==> src/rtl/mdom_wvb_hdr_fifo_fan_out.sv <==
// ---------------------------------------------------------------------------
// mdom_wvb_hdr_fifo_fan_out
//
// Buffers packed waveform header bundles from the waveform-buffer writer in a
// small FIFO. It presents the oldest header as registered, individually named
// fields on a valid/ready interface. The waveform length is derived from the
// start/stop addresses of the same entry and registered alongside the fields.
// The block also tracks the FIFO fill level and counts headers dropped on
// overflow.
//
// Bundle packing, LSB first:
//   evt_ltc(49) start_addr(ADDR_W) stop_addr(ADDR_W) trig_src(2) cnst_run(1)
//   pre_conf(5) sync_rdy(1) bsum(19) bsum_len_sel(3) bsum_valid(1)
//   local_coinc(1)
//
// Ports:
//   clk, rst        clock, synchronous active-high reset
//   hdr_in, hdr_wr  packed header bundle and its single-cycle push strobe
//   hdr_rdy         downstream ready
//   hdr_valid       output field registers hold a valid header
//   evt_ltc..local_coinc  unpacked header fields (registered)
//   wvb_len         ((stop-start) mod 2^ADDR_W) + 1, registered with fields
//   fifo_cnt        entries held in FIFO storage (output register excluded)
//   ovfl, drop_cnt  sticky overflow flag and saturating drop counter
//   clr_ovfl        clears ovfl and drop_cnt
// ---------------------------------------------------------------------------
module mdom_wvb_hdr_fifo_fan_out #(
  parameter  int ADDR_W     = 12,
  parameter  int DEPTH_LOG2 = 3,
  localparam int BUNDLE_W   = 82 + 2*ADDR_W
) (
  input  logic                  clk,
  input  logic                  rst,
  input  logic [BUNDLE_W-1:0]   hdr_in,
  input  logic                  hdr_wr,
  input  logic                  hdr_rdy,
  output logic                  hdr_valid,
  output logic [48:0]           evt_ltc,
  output logic [ADDR_W-1:0]     start_addr,
  output logic [ADDR_W-1:0]     stop_addr,
  output logic [1:0]            trig_src,
  output logic                  cnst_run,
  output logic [4:0]            pre_conf,
  output logic                  sync_rdy,
  output logic [18:0]           bsum,
  output logic [2:0]            bsum_len_sel,
  output logic                  bsum_valid,
  output logic                  local_coinc,
  output logic [ADDR_W:0]       wvb_len,
  output logic [DEPTH_LOG2:0]   fifo_cnt,
  output logic                  ovfl,
  output logic [15:0]           drop_cnt,
  input  logic                  clr_ovfl
);

  localparam int DEPTH = 1 << DEPTH_LOG2;
  localparam logic [DEPTH_LOG2:0] FULL_CNT = (DEPTH_LOG2+1)'(DEPTH);

  // Field offsets within the bundle
  localparam int OFF_START = 49;
  localparam int OFF_STOP  = OFF_START + ADDR_W;
  localparam int OFF_TRIG  = OFF_STOP + ADDR_W;
  localparam int OFF_CNST  = OFF_TRIG + 2;
  localparam int OFF_PRE   = OFF_CNST + 1;
  localparam int OFF_SYNC  = OFF_PRE + 5;
  localparam int OFF_BSUM  = OFF_SYNC + 1;
  localparam int OFF_BLS   = OFF_BSUM + 19;
  localparam int OFF_BV    = OFF_BLS + 3;
  localparam int OFF_LC    = OFF_BV + 1;

  logic [BUNDLE_W-1:0]   r_mem [DEPTH];
  logic [DEPTH_LOG2-1:0] r_wr_ptr;
  logic [DEPTH_LOG2-1:0] r_rd_ptr;
  logic [DEPTH_LOG2:0]   r_cnt;
  logic                  r_valid;
  logic [BUNDLE_W-1:0]   r_hdr;
  logic [ADDR_W:0]       r_len;
  logic                  r_ovfl;
  logic [15:0]           r_drop_cnt;

  logic                  w_full;
  logic                  w_push;
  logic                  w_drop;
  logic                  w_load;
  logic [BUNDLE_W-1:0]   w_head;
  logic [ADDR_W-1:0]     w_diff;
  logic [ADDR_W:0]       w_len;

  // Full is judged on the registered count, so a pop in the same cycle
  // cannot make room for a push.
  assign w_full = (r_cnt == FULL_CNT);
  assign w_push = hdr_wr && !w_full;
  assign w_drop = hdr_wr && w_full;
  assign w_load = (!r_valid || hdr_rdy) && (r_cnt != '0);

  // The output field register acts as the registered read port of the
  // storage array.
  assign w_head = r_mem[r_rd_ptr];

  // Modulo subtraction covers stop < start; +1 gives range 1..2^ADDR_W.
  assign w_diff = w_head[OFF_STOP +: ADDR_W] - w_head[OFF_START +: ADDR_W];
  assign w_len  = {1'b0, w_diff} + (ADDR_W+1)'(1);

  // Storage array: no reset, contents are only meaningful under r_cnt.
  always_ff @(posedge clk) begin
    if (w_push && !rst) begin
      r_mem[r_wr_ptr] <= hdr_in;
    end
  end

  always_ff @(posedge clk) begin
    if (rst) begin
      r_wr_ptr   <= '0;
      r_rd_ptr   <= '0;
      r_cnt      <= '0;
      r_valid    <= 1'b0;
      r_hdr      <= '0;
      r_len      <= '0;
      r_ovfl     <= 1'b0;
      r_drop_cnt <= '0;
    end else begin
      if (w_push) begin
        r_wr_ptr <= r_wr_ptr + DEPTH_LOG2'(1);
      end

      if (w_load) begin
        r_rd_ptr <= r_rd_ptr + DEPTH_LOG2'(1);
        r_hdr    <= w_head;
        r_len    <= w_len;
        r_valid  <= 1'b1;
      end else if (r_valid && hdr_rdy) begin
        r_valid  <= 1'b0;
      end

      case ({w_push, w_load})
        2'b10:   r_cnt <= r_cnt + (DEPTH_LOG2+1)'(1);
        2'b01:   r_cnt <= r_cnt - (DEPTH_LOG2+1)'(1);
        default: r_cnt <= r_cnt;
      endcase

      // A drop coincident with a clear restarts the count at one.
      if (w_drop) begin
        r_ovfl <= 1'b1;
        if (clr_ovfl) begin
          r_drop_cnt <= 16'd1;
        end else if (r_drop_cnt != 16'hFFFF) begin
          r_drop_cnt <= r_drop_cnt + 16'd1;
        end
      end else if (clr_ovfl) begin
        r_ovfl     <= 1'b0;
        r_drop_cnt <= '0;
      end
    end
  end

  assign hdr_valid    = r_valid;
  assign evt_ltc      = r_hdr[48:0];
  assign start_addr   = r_hdr[OFF_START +: ADDR_W];
  assign stop_addr    = r_hdr[OFF_STOP +: ADDR_W];
  assign trig_src     = r_hdr[OFF_TRIG +: 2];
  assign cnst_run     = r_hdr[OFF_CNST];
  assign pre_conf     = r_hdr[OFF_PRE +: 5];
  assign sync_rdy     = r_hdr[OFF_SYNC];
  assign bsum         = r_hdr[OFF_BSUM +: 19];
  assign bsum_len_sel = r_hdr[OFF_BLS +: 3];
  assign bsum_valid   = r_hdr[OFF_BV];
  assign local_coinc  = r_hdr[OFF_LC];
  assign wvb_len      = r_len;
  assign fifo_cnt     = r_cnt;
  assign ovfl         = r_ovfl;
  assign drop_cnt     = r_drop_cnt;

endmodule

==> config.mk <==
export PLATFORM = sky130hd
export DESIGN_NAME = mdom_wvb_hdr_fifo_fan_out
export DESIGN_NICKNAME = d
export VERILOG_FILES = /design/src/rtl/mdom_wvb_hdr_fifo_fan_out.sv
export SDC_FILE = /design/constraint.sdc
export NUM_CORES = 1
export LEC_CHECK = 0
export BUFFER_PORTS_ARGS = -buffer_cell sky130_fd_sc_hd__buf_2
export CAP_MARGIN = 20
export CORE_MARGIN = 5
export CORE_UTILIZATION = 55
export DETAILED_ROUTE_END_ITERATION = 8
export PLACE_DENSITY = 0.74
export SYNTH_ARGS = -nofsm -noshare
export SYNTH_HDL_FRONTEND = slang
export SYNTH_SLANG_ARGS = --single-unit
==> constraint.sdc <==
create_clock -name clk -period 16.3 [get_ports clk]
set_input_delay 1.63 -clock clk [delete_from_list [all_inputs] [get_ports clk]]
set_output_delay 1.63 -clock clk [all_outputs]
set_load 0.1 [all_outputs]
# Word level (Yosys, flattened, before mapping)
# Memories as Yosys holds them, arrays and structs flattened. A register that Yosys moved wholly into a read port is not among the register bits.
# Cells that the tools add are included.
[totals] elab_cells=48 latch_bits=0 register_bits=147 ram_bits=848 output_inout_bits=141 memories=1 rom_bits=0
[memory_table] name="r_mem" words=8 width=106 read_ports=1 rd_clocked_by_memory_dff=1 write_ports=1 line_no="71" rtl="logic [BUNDLE_W-1:0] r_mem [DEPTH];"
[op_classes] mul=0 addsub=7 reduce_logical=15 n_eq_ne=4 n_mux=13 n_div=0 shifts=0 order_cmp=0 bitwise=0
[ops] operator="$mux W16" count=4
[ops] operator="$add A16 B1 Y16 const B" count=1
[ops] operator="$ne A16 B16 Y1 const B" count=1
[ops] operator="$add A12 B1 Y13 const B" count=1
[ops] operator="$sub A12 B12 Y12" count=1
[ops] operator="$pmux W4 S2" count=1
[ops] operator="$reduce_bool A2 Y1" count=4
[ops] operator="$add A3 B1 Y3 const B" count=2
[ops] operator="$mux W1" count=6
[ops] operator="$mux W3" count=2
[ops] operator="$logic_and A1 B1 Y1" count=5
[ops] operator="$add A4 B1 Y4 const B" count=1
[ops] operator="$eq A4 B4 Y1 const B" count=1
[ops] operator="$reduce_bool A4 Y1" count=1
[ops] operator="$sub A4 B1 Y4 const B" count=1
[ops] operator="$logic_not A1 Y1" count=3
[ops] operator="$eq A2 B1 Y1 const B" count=1
[ops] operator="$eq A2 B2 Y1 const B" count=1
[ops] operator="$reduce_and A2 Y1" count=1
[ops] operator="$logic_or A1 B1 Y1" count=1

# Depth between registers and ports, before layout
[depth] depth_word=6 mapped_depth=15 mapped_depth_nobuf=12

# Least setup slack after synthesis
# Ideal clock, no wire load.
[synth_path] kind="input -> register" from="input rst" to="memory r_mem[0][0] (netlist name) (enable)" slack_ns=6.220 stages=3 t_arrival_ns=9.379 cell_sequence="clkbuf_1 or3_1 nor3_1"
[synth_between] elab_chain_len=4
[synth_rtl] element="from (decl)" line_no="33" rtl="input logic rst,"
[synth_rtl] element="$logic_not A1 Y1" line_no="106" rtl="if (w_push && !rst) begin"
[synth_rtl] element="$logic_and A1 B1 Y1" line_no="106"
[synth_rtl] element="$mux W1" line_no="106"
[synth_rtl] element="$mux W1 (not written as such)" line_no="107" rtl="r_mem[r_wr_ptr] <= hdr_in;"
[synth_rtl] element="to (decl)" line_no="71"
# No other way between the ends.

==> impl_metrics.py <==
metrics = {
    "setup_path": {
        "crit_buf_inv": 1,
        "end_kind": "register",
        "crit_slowest_cell": "buf_4",
        "cp.required_ps": 16840,
        "critical_path_class": "register to register",
        "cp_max_fo": 48,
        "rrSetupSlack_ps": 11490,
        "arrival_ps": 5350,
        "path_cells": "buf_4 -> mux4_2 -> mux2_2 -> fa_1 -> a21o_1 -> a221oi_2 -> xnor2_2 -> nand4b_4 -> a211oi_4 -> nand2_1 -> o311a_1",
        "crit_family": "compound AO/OA/AOI/OAI gates",
        "cp-start-kind": "register",
        "max_stage_delay_ps": 830,
    },
    "timing": {
        "setup-violations-final": 0,
        "hold_viol_final": 0,
        "max-slew-margin-rel_pct": 25.8,
        "slew_viol_final": 0,
        "fmax_mhz": 208,
        "period_needed_ps": 4810,
        "clock-skew-final_ps": 21.5,
        "setup_ws_ps": 11490,
        "min_period_over_period_pct": 29.5,
        "grt_setup_unrepaired": "no",
        "setup_tns_ps": 0,
        "hold_slack_ps": 458,
        "tightest_slew_ps": 1110,
    },
    "synth": {
        "synth-edff-count": 848,
        "yosys_warnings": 0,
        "ys_types": 59,
        "syn-num-nets": 2044,
        "syn_area_per_cell_um2": 19.7,
        "ys_ff_latch": 998,
        "syn_area_um2": 37800,
        "synth_seq_area_share_pct": 75.4,
        "async_flop_share_pct": 0,
        "ys.flop_type": "edfxtp_1",
        "synthCells": 1913,
    },
    "final_layout": {
        "post-route-util_pct": 63.4,
        "nNetsFinal": 2324,
        "drive_gt1_share_pct": 30.0,
        "areaGrowthSynthToFinish_pct": 14.8,
        "stdcell_area_um2": 43400,
    },
    "power_and_ir_drop": {
        "p_comb_share_pct": 32.3,
        "cellPowerDensity_nw_per_um2": 183,
        "internal_power_mw": 5.08,
        "pwr-share-seq_pct": 39.0,
        "p_leak_nw": 14.2,
        "clkPwrFrac_pct": 28.7,
        "swShare_pct": 36.0,
        "irDropWorstVdd_v": 0.000169,
        "p_sw_mw": 2.86,
    },
    "clock_network": {
        "clock_sinks": 998,
        "clkTransAtPathRegs_ps": 60,
        "clk_path_buf_depth": 3,
        "tritoncts": "yes",
        "postCtsSetupRepairBufs": 0,
        "cts-root-buf": "clkbuf_16",
        "cts-resized-gates": 0,
        "hold_buffers": 0,
        "clock_latency_ps": 650,
        "htreeDepth": 3,
        "cts_buffers": 100,
    },
    "routing": {
        "routed_wl_um": 80900,
        "via_per_inst": 5.99,
        "ant_nets": 0,
        "drc": 0,
        "drt_iter0_markers": 1670,
        "via_count": 19000,
        "first_pass_iters": 5,
        "avgRoutedWirePerCell_um": 25.5,
    },
    "run_status": {
        "outcome": "finished clean",
    },
    "placed_design": {
        "pre_cts_ws_ps": 11130,
        "port-buffer-count": 251,
        "gp_congestion": 0.858,
        "place_area_um2": 40000,
        "dp_hpwl_um": 46100,
    },
    "min_path": {
        "holdCritStartpoint": "wvb_len[1]$_SDFFE_PP0P_",
        "hp-class": "register to register",
    },
    "grt": {
        "grt_pass1_wl_um": 123000,
        "grt_max_degree": 102,
        "grt_busiest_layer": "met2",
        "grtUsageMet3_pct": 4.92,
        "grt_overflow": 0,
        "grt_pass1_vias": 19700,
        "grtUsageTotal_pct": 21.9,
        "grtUsageMet2_pct": 37.0,
        "antenna_found_initial": 23,
        "grt_use_met1_pct": 29.6,
    },
    "die": {
        "core_um2": 68300,
        "core.rowCount": 96,
        "die_y_um": 272,
        "io_pins": 252,
        "initial_core_util_pct": 55.3,
        "die_x_um": 272,
        "die_area_um2": 74000,
    },
    "job": {
        "maxCapViolations": 0,
    },
}
==> worst register-to-register path, delay by kind of cell, from the launching register on <==
| family | cells | cell delay (ps) |
|---|---|---|
| AOI/OAI and AO/OA | 4 | 1200 |
| muxes | 2 | 980 |
| buffers and inverters | 1 | 870 |
| DFF | 1 | 740 |
| adders and majority gates | 1 | 430 |
| and+or+nand+nor | 2 | 280 |
| xor gates and xnor gates | 1 | 210 |
==> cells in the mapped netlist, types with 4 or more instances <==
| cell | number | area [µm²] |
|---|---|---|
| edfxtp_1 | 848 | 25500 |
| mux4_2 | 209 | 4710 |
| nor2_1 | 168 | 631 |
| dfxtp_1 | 150 | 3000 |
| a211oi_1 | 101 | 758 |
| mux2i_1 | 96 | 961 |
| clkbuf_1 | 58 | 218 |
| buf_2 | 35 | 175 |
| nand2_1 | 29 | 109 |
| nor3_1 | 23 | 115 |
| a21oi_1 | 21 | 105 |
| ha_1 | 18 | 225 |
| xor2_1 | 17 | 149 |
| buf_1 | 11 | 41.3 |
| inv_1 | 11 | 41.3 |
| mux2_2 | 11 | 124 |
| xnor2_1 | 11 | 96.3 |
| nand4_1 | 10 | 62.6 |
| nand3_1 | 7 | 35.0 |
| o21a_1 | 6 | 45.0 |
| o21ai_0 | 6 | 30.0 |
| or3_1 | 6 | 37.5 |
| nand2b_1 | 5 | 31.3 |
| a21o_1 | 4 | 30.0 |
| a31oi_1 | 4 | 25.0 |
==> final cells by class <==
class	count	area, µm²
Multi-Input combinational cell	798	8870
Tap cell	882	1100
Timing Repair Buffer	283	1520
Clock buffer	134	2830
Fill cell	4614	25000
Clock inverter	51	488
Sequential cell	998	28500
Antenna cell	10	25.0
Inverter	12	50.0
==> final timing paths <==
check	end	cells past startpoint
min	wvb_len[1]$_SDFFE_PP0P_	2
min reg2reg	wvb_len[1]$_SDFFE_PP0P_	2
max reg2reg	wvb_len[11]$_SDFFE_PP0P_	11
max	wvb_len[11]$_SDFFE_PP0P_	11
==> power groups by stage <==
stage	registers (mW)	logic, mW	clock network (mW)
2_1_floorplan	3.88	1.32	0
3_3_place_gp	3.14	2.53	0
3_5_place_dp	3.15	2.57	0
4_1_cts	3.10	2.58	2.32
5_1_grt	3.12	2.75	2.44
6_report	3.10	2.56	2.28
==> kinds of logic (layout without fill, tap and decap cells) <==
group | count (synthesis) | in the layout | synth area share [%]
flip-flops | 998 | 998 | 75.4
AO/OA/AOI/OAI | 163 | 163 | 3.20
other | 0 | 10 | 0
XOR/XNOR | 30 | 30 | 0.735
buffers and inverters | 117 | 480 | 1.30
multiplexers | 320 | 320 | 15.6
adder cells (fa/ha/maj) | 20 | 20 | 0.702
AND/OR/NAND/NOR | 265 | 265 | 3.09
==> layer usage <==
layer	vias up	share of wire [%]
met2	616	51
met4	18	1.9
li1	8353	-
met1	9847	40
met3	137	6.8
met5	-	0.13
==> per-stage QoR <==
step / cells / power, mW
detailed placement: 2973 / 5.72
finish: 3168 / 7.94
global route: 3161 / 8.30
floorplan: 1913 / 5.21
CTS: 3158 / 8.00
global placement: 2972 / 5.68
==> sequential cells by signal, indices dropped and copies added, names as in the netlist, named ones only <==
| signal | cells |
|---|---|
| r_rd_ptr | 3 |
| r_mem | 848 |
| ovfl | 1 |
| hdr_valid | 1 |
| r_wr_ptr | 3 |
| fifo_cnt | 4 |
| drop_cnt | 16 |
| r_hdr | 106 |
| wvb_len | 13 |
==> placed cells by master, fill, tap and decap left out, drive strengths merged, types with 6 or more instances in the layout <==
| cell | synthesis | routed |
|---|---|---|
| a211oi | 102 | 102 |
| a21oi | 22 | 22 |
| buf | 47 | 283 |
| bufinv | 0 | 8 |
| clkbuf | 58 | 134 |
| clkinv | 0 | 35 |
| dfxtp | 150 | 150 |
| diode | 0 | 10 |
| edfxtp | 848 | 848 |
| ha | 18 | 18 |
| inv | 12 | 15 |
| mux2 | 11 | 11 |
| mux2i | 97 | 97 |
| mux4 | 212 | 212 |
| nand2 | 29 | 29 |
| nand3 | 7 | 7 |
| nand4 | 10 | 10 |
| nor2 | 168 | 168 |
| nor3 | 23 | 23 |
| o21a | 6 | 6 |
| o21ai | 7 | 7 |
| or3 | 6 | 6 |
| xnor2 | 13 | 13 |
| xor2 | 17 | 17 |
No activity file was read; power rests on OpenSTA's default activity.
